`src/rtl/serial_subtractor_pkg.sv`:
```
// Shared types and constants for the bit-serial subtractor controller.
package serial_subtractor_pkg;

    // Controller states; the 2-bit encoding is also exported as a debug output.
    typedef enum logic [1:0] {
        IDLE  = 2'd0,
        SHIFT = 2'd1,
        DONE  = 2'd2
    } state_e;

    // Operand and result width used when the top is not overridden.
    localparam int DEFAULT_WIDTH = 8;

endpackage

```
`src/rtl/full_subtractor.sv`:
```
// One-bit full subtractor cell: d = a - b - bin, with borrow out.
module full_subtractor (
    input  logic a,
    input  logic b,
    input  logic bin,
    output logic d,
    output logic bout
);

    assign d    = a ^ b ^ bin;
    assign bout = (~a & b) | (~(a ^ b) & bin);

endmodule

```
`src/rtl/serial_subtractor_ctrl.sv`:
```
// Bit-serial subtractor controller: minuend - subtrahend - borrow_in over
// WIDTH cycles, LSB first, through a single full_subtractor cell.
// Optional feature macro: SERIAL_SUB_OVERFLOW_EN adds the signed overflow output.
//
// Handshake: start is sampled only in IDLE or DONE; busy is high for the WIDTH
// bit cycles; done pulses for one cycle when diff/borrow_out are updated.
// diff, borrow_out (and overflow) only change on entry to DONE.
module serial_subtractor_ctrl
    import serial_subtractor_pkg::*;
#(
    parameter int WIDTH = DEFAULT_WIDTH
) (
    input  logic             clk,
    input  logic             rst_n,
    input  logic             start,
    input  logic [WIDTH-1:0] minuend,
    input  logic [WIDTH-1:0] subtrahend,
    input  logic             borrow_in,
    output logic             busy,
    output logic             done,
    output logic [WIDTH-1:0] diff,
    output logic             borrow_out,
`ifdef SERIAL_SUB_OVERFLOW_EN
    output logic             overflow,
`endif
    output logic [1:0]       dbg_state
);

    localparam int CNT_W = (WIDTH > 1) ? $clog2(WIDTH) : 1;
    localparam logic [CNT_W-1:0] CNT_LAST = CNT_W'(WIDTH - 1);

    state_e           state_q, state_d;
    logic [WIDTH-1:0] a_q, a_d;
    logic [WIDTH-1:0] b_q, b_d;
    logic             borrow_q, borrow_d;
    logic [CNT_W-1:0] cnt_q, cnt_d;
    logic [WIDTH-1:0] work_q, work_d;
    logic [WIDTH-1:0] diff_q, diff_d;
    logic             bout_q, bout_d;
`ifdef SERIAL_SUB_OVERFLOW_EN
    logic             ovf_q, ovf_d;
`endif

    logic cell_d;
    logic cell_bout;

    full_subtractor u_cell (
        .a    (a_q[0]),
        .b    (b_q[0]),
        .bin  (borrow_q),
        .d    (cell_d),
        .bout (cell_bout)
    );

    // State and datapath registers; reset abandons any in-flight operation.
    always_ff @(posedge clk) begin
        if (!rst_n) begin
            state_q  <= IDLE;
            a_q      <= '0;
            b_q      <= '0;
            borrow_q <= 1'b0;
            cnt_q    <= '0;
            work_q   <= '0;
            diff_q   <= '0;
            bout_q   <= 1'b0;
`ifdef SERIAL_SUB_OVERFLOW_EN
            ovf_q    <= 1'b0;
`endif
        end else begin
            state_q  <= state_d;
            a_q      <= a_d;
            b_q      <= b_d;
            borrow_q <= borrow_d;
            cnt_q    <= cnt_d;
            work_q   <= work_d;
            diff_q   <= diff_d;
            bout_q   <= bout_d;
`ifdef SERIAL_SUB_OVERFLOW_EN
            ovf_q    <= ovf_d;
`endif
        end
    end

    // Next-state logic: operand capture, per-bit shift, and result commit.
    always_comb begin
        state_d  = state_q;
        a_d      = a_q;
        b_d      = b_q;
        borrow_d = borrow_q;
        cnt_d    = cnt_q;
        work_d   = work_q;
        diff_d   = diff_q;
        bout_d   = bout_q;
`ifdef SERIAL_SUB_OVERFLOW_EN
        ovf_d    = ovf_q;
`endif
        case (state_q)
            IDLE, DONE: begin
                if (start) begin
                    a_d      = minuend;
                    b_d      = subtrahend;
                    borrow_d = borrow_in;
                    cnt_d    = '0;
                    work_d   = '0;
                    state_d  = SHIFT;
                end else if (state_q == DONE) begin
                    state_d = IDLE;
                end
            end
            SHIFT: begin
                a_d      = a_q >> 1;
                b_d      = b_q >> 1;
                borrow_d = cell_bout;
                cnt_d    = cnt_q + CNT_W'(1);
                // New bit enters at the MSB; after WIDTH shifts bit 0 sits at the LSB.
                work_d   = {cell_d, work_q[WIDTH-1:1]};
                if (cnt_q == CNT_LAST) begin
                    diff_d  = work_d;
                    bout_d  = cell_bout;
`ifdef SERIAL_SUB_OVERFLOW_EN
                    // Borrow into the MSB differs from borrow out of it.
                    ovf_d   = borrow_q ^ cell_bout;
`endif
                    cnt_d   = '0;
                    state_d = DONE;
                end
            end
            default: begin
                state_d = IDLE;
            end
        endcase
    end

    assign busy       = (state_q == SHIFT);
    assign done       = (state_q == DONE);
    assign diff       = diff_q;
    assign borrow_out = bout_q;
    assign dbg_state  = state_q;
`ifdef SERIAL_SUB_OVERFLOW_EN
    assign overflow   = ovf_q;
`endif

endmodule

```
`config.mk`:
```
export PLATFORM = sky130hd
export DESIGN_NAME = serial_subtractor_ctrl
export DESIGN_NICKNAME = d
export VERILOG_FILES = /design/src/rtl/serial_subtractor_pkg.sv /design/src/rtl/full_subtractor.sv /design/src/rtl/serial_subtractor_ctrl.sv
export SDC_FILE = /design/constraint.sdc
export NUM_CORES = 1
export LEC_CHECK = 0
export ABC_AREA = 0
export CORE_MARGIN = 2
export CORE_UTILIZATION = 40
export CTS_CLUSTER_DIAMETER = 80
export CTS_CLUSTER_SIZE = 40
export DETAILED_ROUTE_END_ITERATION = 10
export GPL_TIMING_DRIVEN = 0
export PLACE_DENSITY = 0.75
export SYNTH_ARGS = -nofsm -noshare
export SYNTH_HDL_FRONTEND = slang
export SYNTH_HIERARCHICAL = 1
export SYNTH_SLANG_ARGS = --single-unit
```
`constraint.sdc`:
```
create_clock -name clk -period 3.5 [get_ports clk]
set_clock_uncertainty 0.15 [all_clocks]
set_input_delay 0.7 -clock clk [delete_from_list [all_inputs] [get_ports clk]]
set_output_delay 0.7 -clock clk [all_outputs]
set_load 0.005 [all_outputs]
```
; After elaboration in Yosys (flattened, before gate mapping)
; Index checks and enable logic that the tools add are counted.
[totals]
ff_bits = 39
out_inout_bits = 13
[classes]
n_mux = 15
addsub = 1
n_bitwise = 7
n_eq_ne = 6
n_reduce_logical = 6
[op_table]
columns = operator, count
row1 = 8-bit case mux with 2 select lines, 3
row2 = 8-bit 2-to-1 mux, 3
row3 = 2-bit 2-to-1 mux, 3
row4 = 3-bit 2-to-1 mux, 2
row5 = 3-bit case mux with 2 select lines, 1
row6 = 2-bit AND reduction, 3
row7 = 2-bit case mux with 2 select lines, 1
row8 = "3-bit by 1-bit adder with 3-bit output, second input constant", 1
row9 = "3-bit equality test, second input constant", 1
row10 = "3-bit inequality test, second input constant", 1
row11 = 1-bit AND, 2
row12 = "2-bit by 1-bit equality test with 1-bit output, second input constant", 1
row13 = "2-bit equality test, second input constant", 1
row14 = 2-bit zero test, 1
row15 = "2-bit by 1-bit inequality test with 1-bit output, second input constant", 1
row16 = "2-bit inequality test, second input constant", 1
row17 = 1-bit inverter, 2
row18 = 1-bit case mux with 2 select lines, 1
row19 = 2-bit nonzero test, 1
row20 = 2-bit OR reduction, 1
row21 = 1-bit bitwise XOR, 2
row22 = 1-bit 2-to-1 mux, 1
row23 = 1-bit OR, 1

; Logic depth before layout (Yosys ltp)
; Gate-level depths: netlist (run 1).
[depth]
word_depth = 5
mapped_depth = 6

; Modules after synthesis
; The synthesis (run 1) kept the hierarchy.
[by_module_without_submodules]
columns = module, cells_each, seq_area_each_um2, area_per_inst_um2, instances
row1 = serial_subtractor_ctrl, 189, 760.7, 1575.3, 1
row2 = full_subtractor, 4, 0.0, 31.3, 1

; Least setup slack after synthesis (run 1)
; Ideal clock, no wire load.
[synth_timing]
path_kind = reg2out
startpoint = register state_q[0], in the netlist dbg_state[0]
endpoint = output port busy
path_buffers = 2
t_arrival_ns = 0.785
setup_slack_ns = 1.865
stages_incl_launch_ff = 5
cell_sequence = dfxtp_1 > nand2b_1 > buf_4 > inv_2 > buf_4
[synth_between]
elab_chain_cells = 1
[synth_lines]
columns = item, line_no
row1 = from (decl), serial_subtractor_ctrl.sv:32  ; state_e state_q, state_d;
row2 = from (signal assigned), serial_subtractor_ctrl.sv:70  ; state_q <= state_d;
row3 = 2-bit by 1-bit equality test with 1-bit output, serial_subtractor_ctrl.sv:134  ; assign busy = (state_q == SHIFT);
row4 = to (decl), serial_subtractor_ctrl.sv:19  ; output logic busy,
; Every way passes these cells.

; Worst setup path after layout (run 1)
; Same ends and word-level chain as after synthesis.

==> results of run 1 <==
[through the flow]
step / hold slack (ns) / std cells / util
global placement: 0.291 / 274 / 0.502
CTS: 0.305 / 280 / 0.523
floorplan: 0.293 / 193 / -
global route: 0.315 / 280 / 0.523
detailed placement: 0.295 / 274 / 0.502
finish: 0.302 / 280 / 0.523
[worst max-delay path by stage]
stage	startpoint	endpoint	slack (ns)
final	dbg_state[0]	busy	0.98
after global routing	dbg_state[0]	busy	0.86
after CTS	dbg_state[0]	busy	0.96
after detailed placement	dbg_state[0]	busy	1.29
after global placement	dbg_state[0]	busy	1.28
after floorplan	dbg_state[0]	busy	1.86
[state kept, by name, indices dropped and copies added, names as in the netlist]
| name | count |
|---|---|
| diff | 8 |
| work_q | 7 |
| a_q | 8 |
| dbg_state | 2 |
| b_q | 8 |
| borrow_out | 1 |
| borrow_q | 1 |
| cnt_q | 3 |
[logic make-up after synthesis]
group	after synthesis	synth area share
compound gates	52	0.206
simple gates	79	0.217
flops	38	0.474
fa+ha+maj	3	0.0280
buf+inv	21	0.0763
[layer usage]
layer  vias up  routed length, um
li1        729                  -
met1       618               1650
met2        32               1580
met3         4                137
met4         0                 19
met5         -                  0
[final cells by class]
cell class	instances	area, um^2	share of cell area
inverters	4	15.0	0.00728
plain buffers	17	108	0.0522
multi-input cells	134	723	0.351
flip-flops and latches	38	761	0.369
clock buffers	6	82.6	0.0400
well taps	50	62.6	0.0303
repair buffers	31	310	0.150
[power groups by stage]
stage	Clock, uW	Sequential [uW]	Combinational, uW
2_1_floorplan	0	473	77.5
3_3_place_gp	0	476	121
3_5_place_dp	0	476	123
4_1_cts	302	467	124
5_1_grt	321	469	138
6_report	296	467	122
[worst min-delay path, cell delays in order, from the launching register on]
cell      delay [ns]
dfxtp_1         0.31
nand2_1         0.05
a21boi_1        0.05
[cells in the final DEF (no fill, tap or decap), types with 2 or more instances in the layout]
master	synthesis	routed
o21ai_0	16	16
clkbuf_8	0	6
nand2_1	50	50
nand3_1	20	20
clkbuf_1	5	5
a21boi_1	20	20
nand2b_1	2	2
buf_6	3	3
inv_1	3	3
ha_1	2	2
nor2b_1	3	3
a31oi_1	16	16
buf_4	4	4
clkdlybuf4s50_1	0	31
dfxtp_1	38	38
buf_2	5	5
==> impl_metrics.toml, run 1 <==
[clocking]
clkSinkCount = 38
cts.clk_slew.worst_paths_ns = 0.07
clockBufferDepth = 2
cts-root-buf = "clkbuf_8"
cts_buffers = 5
ctsHtreeMaxLevel = 2
hold_buffers = 0
insertion_delay_ns = 0.29
cts_tree = "yes"
cts_resized = 0
postCtsSetupBuffers = 0

[power_and_ir_drop]
pwr-share-seq = 0.528
intPower_uw = 666
netSwitchingFraction = 0.247
power_uw = 884
p_switching_uw = 219
ir_drop_uv = 216
clock_power_share = 0.334
pwr-share-comb = 0.138
p_leak_uw = 0.000751
p_per_area_nw_per_um2 = 429

[worst_setup_path]
path_buf_inv = 4
critical_path.top_delay_family = "buffers and inverters"
path_class = "flop to primary output"
critical_path_depth = 5
r2r_start = "cnt_q[0]"
regToRegSetupSlack_ns = 1.99
r2r_cells = 5
path_cells = "nand2b_1 > buf_4 > inv_2 > buf_4 > clkdlybuf4s50_1"
startpoint_type = "flop"
r2r-end = "diff[2]"
arrival_ns = 1.67
cp.required_ns = 2.65
crit_path_frequent_cell = "buf_4"
cp_max_fo = 10
max_stage_delay_ns = 0.51
end_kind = "primary output"
crit_slowest_cell = "clkdlybuf4s50_1"

[placed_design]
dp_hpwl_um = 2380
gp_congestion = 0.826
post-place-ws_ns = 1.29
io_buffers = 31
place_area_um2 = 1980

[detailed_routing]
route.detailed.drc = 0
routed_via_density = 4.94
via_count = 1383
ant_nets = 0
routedWlPerCell_um = 12.1
first_pass_iters = 6
drt_iter0_markers = 80
totalWireLength_um = 3380

[synth]
synth_area_per_cell_um2 = 8.32
synth_edf_count = 0
syn_area_um2 = 1610
synthCells = 193
synth_top_area_cell = "dfxtp_1"
synth_area_leaders = "dfxtp_1 (47%), nand2_1 (12%), a21boi_1 (9.3%), a31oi_1 (6.2%), nand3_1 (6.2%)"
synth_top_area_share = 0.474
ys_seq_elements = 38
seq_area_frac_synth = 0.474
synth_most_common_cell = "nand2_1"
synthArstFlopShare = 0
synth_warnings = 6
synth_nets = 216
synth_flop_cell = "dfxtp_1"
synth.distinct_cells = 20
synthTopCellsByCount = "nand2_1 (50), dfxtp_1 (38), a21boi_1 (20), nand3_1 (20)"

[sta]
slew_headroom = 0.700
tightest_slew_ns = 0.451
maxSlewViolCount = 0
fmax_mhz = 396
setup_slack_ns = 0.976
finalSetupViolations = 0
period_needed_ns = 2.52
period_share = 0.721
rsz0062_at_grt = "false"
totalNegativeSetupSlack_ns = 0
final-hold-violation-count = 0

[global_route]
grt_max_degree = 11
grt_pass1_wl_um = 5870
antenna_found_initial = 0
grt_overflow = 0
use_met1 = 0.216
grt_util_met3 = 0.0550
grt_use_met2 = 0.280
busiest_layer = "met2"
grt_pass1_vias = 1311
grt_util_all_layers = 0.172

[final_layout]
area_growth_pct = 28.3
final_area_um2 = 2060
layout-drive-gt1-share = 0.0826
nNetsFinal = 254
num-fill-cells = 390
diodes = 0

[min_path]
hold_depth = 2
holdCritPathClass = "flop to flop"
worstHoldEndpoint = "diff[1]"
hp-start = "diff[1]"

[floorplan]
io_pins = 33
dieArea_um2 = 4540
fp.dieH_um = 67.4
rows = 23
die-width_um = 67.4
initial_core_util = 0.407
core_um2 = 3940

[run]
max_cap_violations = 0

[run_status]
status = "completed"
(Power assumes the default switching activity.)
==> run 2: changes to the inputs <==
==> constraint.sdc (replaced) <==
create_clock -name clk -period 2.54 [get_ports clk]
set_clock_uncertainty 0.15 [all_clocks]
set_input_delay 0.508 -clock clk [delete_from_list [all_inputs] [get_ports clk]]
set_output_delay 0.508 -clock clk [all_outputs]
set_load 0.005 [all_outputs]
==> results of run 2 <==
Same layout as run 1 (identical final DEF). Status: completed.
Among the figures that moved: setup slack after placement 1.29 ns -> 0.518 ns; setup slack after layout 0.976 ns -> 0.208 ns; register-to-register setup slack 1.99 ns -> 1.03 ns; total power 884 uW -> 1220 uW; worst IR drop on VDD 216 uV -> 297 uV
==> run 3: changes to the inputs <==
--- a/config.mk
+++ b/config.mk
@@ -6,13 +6,14 @@
 export NUM_CORES = 1
 export LEC_CHECK = 0
 export ABC_AREA = 0
-export CORE_MARGIN = 2
-export CORE_UTILIZATION = 40
+export CELL_PAD_IN_SITES_DETAIL_PLACEMENT = 1
+export CELL_PAD_IN_SITES_GLOBAL_PLACEMENT = 1
+export CORE_UTILIZATION = 37
 export CTS_CLUSTER_DIAMETER = 80
 export CTS_CLUSTER_SIZE = 40
 export DETAILED_ROUTE_END_ITERATION = 10
 export GPL_TIMING_DRIVEN = 0
-export PLACE_DENSITY = 0.75
+export PLACE_DENSITY = 0.88
 export SYNTH_ARGS = -nofsm -noshare
 export SYNTH_HDL_FRONTEND = slang
 export SYNTH_HIERARCHICAL = 1
==> run 3 against run 2 <==
Flip-flop and latch count did not move. Hold slack improved by 0.0045 ns. Final cell count rose by 0.71%. Core utilization fell by 1.5 points.
==> impl_metrics.toml, run 3 (synthesized netlist as in run 1, its figures left out) <==
[final_layout]
layout.cells.non_filler = 282
layout-drive-gt1-share = 0.0905
nNetsFinal = 254
area_growth_pct = 29.1
diodes = 0
multi_input_area_um2 = 723
final_cell_mix = "nand2_1 (50), dfxtp_1 (38), clkdlybuf4s50_1 (31), nand3_1 (20), a21boi_1 (20)"
utilization = 0.508
mostFrequentLayoutCell = "nand2_1"
num-fill-cells = 515
seqCellArea_um2 = 761

[sta]
final-hold-violation-count = 0
maxSlewViolCount = 0
fmax_mhz = 426
rsz0062_at_grt = "false"
tightest_slew_ns = 0.483
period_needed_ns = 2.35
finalSetupViolations = 0
totalNegativeSetupSlack_ns = 0
slew_headroom = 0.678
period_share = 0.925

[power_and_ir_drop]
p_leak_uw = 0.000755
ir_drop_uv = 282
p_per_area_nw_per_um2 = 604

[clocking]
clkSinkCount = 38
clockBufferDepth = 2
hold_buffers = 0
ctsHtreeMaxLevel = 2
cts_buffers = 5
postCtsSetupBuffers = 0
cts.clk_slew.worst_paths_ns = 0.07
cts_resized = 0
cts-root-buf = "clkbuf_8"
insertion_delay_ns = 0.29
cts_tree = "yes"

[detailed_routing]
first_pass_iters = 4
routed_via_density = 5.14
routedWlPerCell_um = 13.8
route.detailed.drc = 0
drt_iter0_markers = 113
via_count = 1449
totalWireLength_um = 3900
ant_nets = 0

[global_route]
grt_overflow = 0
grt_max_degree = 13
grt_pass1_vias = 1431
antenna_found_initial = 0
grt_util_all_layers = 0.194
grt_pass1_wl_um = 6560

[run_status]
status = "completed"

[run]
max_cap_violations = 0

[floorplan]
die-width_um = 67.9
core_um2 = 4090
io_pins = 33
dieArea_um2 = 4610
fp.dieH_um = 67.9
rows = 23
initial_core_util = 0.393

[worst_setup_path]
arrival_ns = 1.69
path_class = "flop to primary output"
end_kind = "primary output"
cp.required_ns = 1.88
cp_max_fo = 10
startpoint_type = "flop"

[placed_design]
place_inst = 274
io_buffers = 31
dp_hpwl_um = 2830
gp_congestion = 0.810

[min_path]
holdCritPathClass = "flop to flop"
==> run 3: stage by stage <==
stage	setup slack (ns)	power [uW]	instance area [um^2]	hold WS, ns
2_1_floorplan	1.10	759	1610	0.293
3_3_place_gp	0.519	824	1980	0.290
3_5_place_dp	0.503	832	1980	0.303
4_1_cts	0.172	1270	2070	0.313
5_1_grt	0.0472	1320	2070	0.332
6_report	0.192	1250	2070	0.306
==> run 3: final cells by class <==
class | count | share of cell area
sequential | 38 | 0.367
clock inverter | 2 | 0.00603
multi-input combinational | 134 | 0.349
clock buffer | 6 | 0.0398
inverter | 4 | 0.00724
timing repair buffer | 31 | 0.150
buffer | 17 | 0.0519
tap | 50 | 0.0302
==> run 3: final timing paths <==
check | start | to | slack, ns | cells past startpoint
worst max register to register | cnt_q[0] | diff[2] | 1.00 | 5
worst min-delay path | diff[1] | diff[1] | 0.31 | 2
worst max-delay path | dbg_state[0] | busy | 0.19 | 5
worst min register to register | diff[1] | diff[1] | 0.31 | 2
==> run 3: critical path: stages, from the launching register on <==
cell and delay (ns):
dfxtp_1 0.44, nand2b_1 0.08, buf_4 0.16, inv_2 0.05, buf_4 0.16, clkdlybuf4s50_1 0.51
==> run 3: power by group <==
part           internal [uW]  switching, uW  leakage, uW  total [uW]
Combinational           82.4           91.6     0.000398         174
Clock                    218            217    0.0000472         435
Sequential               626           17.8     0.000310         644
==> run 3: layer usage <==
metal | vias to the layer above | routed length (um) | part of all wire | GRT usage
met2 | 33 | 1900 | 0.49 | 0.333
met5 | - | 0 | 0 | 0
met1 | 682 | 1830 | 0.47 | 0.238
met3 | 5 | 131 | 0.034 | 0.0550
met4 | 0 | 44 | 0.011 | 0.0495
li1 | 729 | - | - | -
